**src/rtl/piece_position_ctrl.sv**
```systemverilog
// Falling-piece position register with legality check, lock and game-over.
// Optional build macro REJECT_REASON_EN adds the reject_reason output.
//
// Ports:
//   CLK, reset            clock (rising), async active-low reset
//   spawn, spawn_x/_y     new-piece request and packed coordinates
//   cand_valid/_ready     candidate handshake
//   cand_x/_y, cand_is_down  packed candidate and gravity flag
//   board_occ             occupancy map, bit y*BOARD_W+x
//   cell_x, cell_y        committed packed coordinates
//   accept/reject/placed  one-cycle event pulses
//   game_over, active     sticky game-over, piece-live flag
//   reject_reason         {hit, out-of-bounds} (REJECT_REASON_EN only)
module piece_position_ctrl #(
  parameter int X_W        = 3,
  parameter int Y_W        = 4,
  parameter int BOARD_W    = 8,
  parameter int BOARD_H    = 16,
  parameter int CELLS      = 4,
  parameter int SPAWN_X    = 2,
  parameter int LOCK_DELAY = 2
) (
  input  logic                       CLK,
  input  logic                       reset,
  input  logic                       spawn,
  input  logic [CELLS*X_W-1:0]       spawn_x,
  input  logic [CELLS*Y_W-1:0]       spawn_y,
  input  logic                       cand_valid,
  output logic                       cand_ready,
  input  logic [CELLS*X_W-1:0]       cand_x,
  input  logic [CELLS*Y_W-1:0]       cand_y,
  input  logic                       cand_is_down,
  input  logic [BOARD_W*BOARD_H-1:0] board_occ,
  output logic [CELLS*X_W-1:0]       cell_x,
  output logic [CELLS*Y_W-1:0]       cell_y,
  output logic                       accept,
  output logic                       reject,
  output logic                       placed,
  output logic                       game_over,
  output logic                       active
`ifdef REJECT_REASON_EN
  ,
  output logic [1:0]                 reject_reason
`endif
);

  localparam int NCELL = BOARD_W * BOARD_H;
  localparam int IW    = $clog2(NCELL) + 1;
  localparam int XS    = CELLS * X_W;
  localparam int YS    = CELLS * Y_W;

  function automatic logic [XS-1:0] spawn_init();
    logic [XS-1:0] v;
    v = '0;
    for (int i = 0; i < CELLS; i++)
      v[i*X_W +: X_W] = X_W'(SPAWN_X + i);
    return v;
  endfunction

  localparam logic [XS-1:0] CX_RST = spawn_init();

  typedef enum logic [2:0] {
    S_IDLE,
    S_SPCHK,
    S_ACTIVE,
    S_CHECK,
    S_OVER
  } state_t;

  state_t state_q, state_d;

  logic [XS-1:0] cx_q, cx_d, px_q, px_d;
  logic [YS-1:0] cy_q, cy_d, py_q, py_d;
  logic          pdown_q, pdown_d;
  logic [3:0]    cnt_q, cnt_d;
  logic          acc_q, acc_d;
  logic          rej_q, rej_d;
  logic          plc_q, plc_d;
  logic          go_q, go_d;
  logic          oob_c, hit_c, legal_c, lock_c;

  // Out-of-range cells are screened before indexing the map.
  always_comb begin
    oob_c = 1'b0;
    hit_c = 1'b0;
    for (int i = 0; i < CELLS; i++) begin
      logic [IW-1:0] xe, ye, idx;
      xe  = IW'(px_q[i*X_W +: X_W]);
      ye  = IW'(py_q[i*Y_W +: Y_W]);
      idx = '0;
      if (xe >= IW'(BOARD_W) || ye >= IW'(BOARD_H)) begin
        oob_c = 1'b1;
      end else begin
        idx = ye * IW'(BOARD_W) + xe;
        if (board_occ[idx[IW-2:0]])
          hit_c = 1'b1;
      end
    end
    legal_c = !oob_c && !hit_c;
    lock_c  = !legal_c && pdown_q &&
              (cnt_q + 4'd1 == 4'(LOCK_DELAY));
  end

  always_ff @(posedge CLK or negedge reset) begin
    if (!reset) state_q <= S_IDLE;
    else        state_q <= state_d;
  end

  always_comb begin
    state_d = state_q;
    unique case (state_q)
      S_IDLE:   if (spawn) state_d = S_SPCHK;
      S_SPCHK:  state_d = legal_c ? S_ACTIVE : S_OVER;
      S_ACTIVE: if (cand_valid) state_d = S_CHECK;
      S_CHECK:  state_d = lock_c ? S_IDLE : S_ACTIVE;
      S_OVER:   state_d = S_OVER;
      default:  state_d = S_IDLE;
    endcase
  end

`ifdef REJECT_REASON_EN
  logic [1:0] rsn_q, rsn_d;
`endif

  always_comb begin
    cx_d    = cx_q;
    cy_d    = cy_q;
    px_d    = px_q;
    py_d    = py_q;
    pdown_d = pdown_q;
    cnt_d   = cnt_q;
    acc_d   = 1'b0;
    rej_d   = 1'b0;
    plc_d   = 1'b0;
    go_d    = go_q;
`ifdef REJECT_REASON_EN
    rsn_d   = 2'b00;
`endif
    unique case (state_q)
      S_IDLE: begin
        if (spawn) begin
          px_d  = spawn_x;
          py_d  = spawn_y;
          cnt_d = 4'd0;
        end
      end
      S_SPCHK: begin
        if (legal_c) begin
          cx_d  = px_q;
          cy_d  = py_q;
          acc_d = 1'b1;
        end else begin
          go_d  = 1'b1;
`ifdef REJECT_REASON_EN
          rsn_d = {hit_c, oob_c};
`endif
        end
      end
      S_ACTIVE: begin
        if (cand_valid) begin
          px_d    = cand_x;
          py_d    = cand_y;
          pdown_d = cand_is_down;
        end
      end
      S_CHECK: begin
        if (legal_c) begin
          cx_d  = px_q;
          cy_d  = py_q;
          acc_d = 1'b1;
          if (pdown_q) cnt_d = 4'd0;
        end else begin
          rej_d = 1'b1;
`ifdef REJECT_REASON_EN
          rsn_d = {hit_c, oob_c};
`endif
          if (lock_c) begin
            plc_d = 1'b1;
            cnt_d = 4'd0;
          end else if (pdown_q) begin
            cnt_d = cnt_q + 4'd1;
          end
        end
      end
      S_OVER: begin
      end
      default: begin
      end
    endcase
  end

  always_ff @(posedge CLK or negedge reset) begin
    if (!reset) begin
      cx_q    <= CX_RST;
      cy_q    <= '0;
      px_q    <= '0;
      py_q    <= '0;
      pdown_q <= 1'b0;
      cnt_q   <= 4'd0;
      acc_q   <= 1'b0;
      rej_q   <= 1'b0;
      plc_q   <= 1'b0;
      go_q    <= 1'b0;
    end else begin
      cx_q    <= cx_d;
      cy_q    <= cy_d;
      px_q    <= px_d;
      py_q    <= py_d;
      pdown_q <= pdown_d;
      cnt_q   <= cnt_d;
      acc_q   <= acc_d;
      rej_q   <= rej_d;
      plc_q   <= plc_d;
      go_q    <= go_d;
    end
  end

`ifdef REJECT_REASON_EN
  always_ff @(posedge CLK or negedge reset) begin
    if (!reset) rsn_q <= 2'b00;
    else        rsn_q <= rsn_d;
  end

  assign reject_reason = rsn_q;
`endif

  assign cand_ready = (state_q == S_ACTIVE);
  assign active     = (state_q == S_ACTIVE) ||
                      (state_q == S_CHECK);
  assign cell_x     = cx_q;
  assign cell_y     = cy_q;
  assign accept     = acc_q;
  assign reject     = rej_q;
  assign placed     = plc_q;
  assign game_over  = go_q;

endmodule

```
**config.mk**
```make
export PLATFORM = sky130hd
export DESIGN_NAME = piece_position_ctrl
export DESIGN_NICKNAME = d
export VERILOG_FILES = /design/src/rtl/piece_position_ctrl.sv
export SDC_FILE = /design/constraint.sdc
export NUM_CORES = 1
export LEC_CHECK = 0
export ABC_AREA = 1
export BUFFER_PORTS_ARGS = -buffer_cell sky130_fd_sc_hd__clkbuf_2
export CORE_MARGIN = 4
export CORE_UTILIZATION = 27
export DETAILED_ROUTE_END_ITERATION = 12
export GPL_TIMING_DRIVEN = 0
export PLACE_DENSITY = 0.56
export SLEW_MARGIN = 20
export SYNTH_ARGS = -nofsm -noshare
export SYNTH_HDL_FRONTEND = slang
export SYNTH_SLANG_ARGS = --single-unit
```
**constraint.sdc**
```tcl
create_clock -name CLK -period 3.28 [get_ports CLK]
set_input_delay 0.656 -clock CLK [delete_from_list [all_inputs] [get_ports CLK]]
set_output_delay 0.656 -clock CLK [all_outputs]
set_load 0.03 [all_outputs]
```
==> flow_summary.ini <==
[synthesis]
ys_warn_count = 0
synth-simple-area-share_pct = 63.9
synth-compound-area-share_pct = 4.00
synth_xor_xnor_area_share_pct = 0.219
synthAdderAreaFrac_pct = 0.312
netlist_instances = 1480
synth.area.top_cells = nand2_1, nand3_1, dfrtp_1, buf_2, a31oi_1
yosysSeqAreaShare_pct = 21.3
netlist_area_um2 = 8010
syn_area_per_cell_um2 = 5.41
synth_nets = 1671
synth_top_family_by_area = simple AND/OR/NAND/NOR gates
synth_top_cell_area_share_pct = 31.0
ys_ff_latch = 68
muxShareOfSynthArea_pct = 0.141
yosysUniqueCellTypes = 27
synth_area_leader_cell = nand2_1

[clocking]
cts_sinks = 68
cts_buffers = 9
postCtsSetupBuffers = 0
cts_hold_buf = 0
cts_max_level = 3
worstSkewPairLatency_ns = 0.34
clockRootBuffer = clkbuf_16
clk_pin_slew_ns = 0.06
ctsResizeCount = 3
clockBufferDepth = 2
cts_tree = done

[timing]
layout_setup_ws_ns = 0.141
period_share_pct = 95.7
finClkSkew_ns = 0.0113
max_slew_margin_pct = 38.8
worst_pin_slew_ns = 0.919
rsz0062_at_grt = no
fin_hold_ws_ns = 0.260
finalSetupViolations = 0
max_freq_mhz = 319
setup_tns_ns = 0
timing.final.crit_period_ns = 3.14
hold_viol_final = 0
final_max_slew_viol_count = 0

[cells_and_area]
layout_common_cells = nand2_1, nand3_1, clkbuf_2
finalNonFillerCells = 2102
drive_gt1_share_pct = 20.5
synthToLayoutAreaGrowth_pct = 24.1
antenna_cells = 0
layout_commonest_cell = nand2_1
design_area_um2 = 9940
final_nets = 1904
utilization_pct = 34.3

[pwr]
powerDensity_nw_per_um2 = 1160
p_leak_nw = 5.20
total_power_mw = 11.5
vdd_ir_drop_max_mv = 0.329

[floorplan]
rows = 62
dieHeight_um = 180
die_w_um = 180
die_area_um2 = 32500
start_util_pct = 27.6
io_pins = 223
core_area_um2 = 29000

[route]
vias = 11835
post_drt_wl_per_cell_um = 25.0
drt_pass1_iterations = 8
wl_met1_mm = 22.1
route.detailed.drc = 0
wl_met2_mm = 21.4
vias_per_cell = 5.63
routed_wl_mm = 52.5
drt_iter0_drc = 1839
dr.max_layer_used = met4
ant_nets = 0
wl_met3_mm = 5.84

[setup_path]
reg2regPathDepth = 11
cp.required_ns = 3.48
crit_fanout = 10
startpoint_type = flip-flop
worstReg2RegEnd = cell_x[7]
crit_start = py_q[4]
endpoint_kind = flip-flop
endpoint = cell_x[7]
worstPathArrival_ns = 3.34
r2r_start = py_q[4]
crit_type = flip-flop to flip-flop
r2r_slack_ns = 0.14

[placed_design]
dp.cells = 2087
pre_cts_ws_ns = -0.226
dp_hpwl_mm = 40.0
place_area_um2 = 9630
port_buffers = 222
gp_congestion = 1.05

[grt]
grt_pass1_vias = 11206
grt_max_degree = 46
globalRouteTotalUtil_pct = 31.0
grt_pass1_wl_mm = 75.8
grt_remaining_overflow = 0
antenna_found_initial = 0

[flow_run]
drv_cap = 0

[run_status]
status = complete, no violations

[hold_path]
hp-class = input port to asynchronous set/reset pin
-- area by class of cell --
type / instances / area, um2
fill: 3406 / 19100
multi-input combinational: 1255 / 5490
clock buffer: 9 / 225
sequential: 68 / 1710
inverter: 39 / 154
timing repair buffer: 223 / 1140
buffer: 117 / 666
clock inverter: 7 / 75.1
tap: 384 / 480
-- critical path: stages, from the launching register on --
cell	delay, ns
dfrtp_1	0.34
clkbuf_1	0.67
clkinv_2	0.48
nand3_1	0.27
nand3_1	0.15
nand3_1	0.17
nand3_1	0.09
nand2_1	0.11
nor2_4	0.07
nand3_2	0.12
clkbuf_1	0.38
o21ai_0	0.15
-- cell usage after synthesis --
cell type	count
dfrtp_1	62
nand4_1	4
inv_1	24
buf_1	5
a21oi_1	1
nand2_1	662
inv_2	8
o21ai_0	8
o21ai_1	20
buf_2	62
xnor2_1	1
ha_1	2
clkinv_1	7
mux2_2	1
clkbuf_1	26
nor2_2	1
xor2_1	1
a31oi_1	28
nor3_1	1
nand3_2	1
buf_4	10
buf_6	14
dfstp_2	6
nor2_1	35
nand3_1	488
nor2_4	1
clkbuf_2	1
-- sequential cells by signal (all words and copies together) (netlist names) --
name       count
px_q          12
accept         1
placed         1
game_over      1
cell_y        16
reject         1
state_q        3
pdown_q        1
cnt_q          4
py_q          16
cell_x        12
-- metal layers --
layer  GRT usage, %  vias to the layer above
met2           45.3                      871
met1           42.8                     5425
li1               -                     5365
met5              0                        -
met4           15.5                        0
met3           7.37                      174
-- worst min path at each step --
stage | end | startpoint
2_1_floorplan | accept | reset
3_3_place_gp | game_over | game_over
3_5_place_dp | game_over | game_over
4_1_cts | accept | reset
5_1_grt | cell_x[5] | reset
6_report | accept | reset
-- kinds of logic (layout without fill, tap and decap cells) --
family / after synthesis / after routing
simple gates: 1193 / 1193
buf+inv: 157 / 395
fa+ha+maj: 2 / 2
compound gates: 57 / 57
xor+xnor: 2 / 2
flops: 68 / 68
mux: 1 / 1
-- power breakdown --
group,internal [mW],leakage (nW),switching (mW)
Clock,0.590,0.138,0.383
Combinational,2.42,4.25,6.63
Sequential,1.19,0.814,0.311
(Power assumes the default switching activity.)
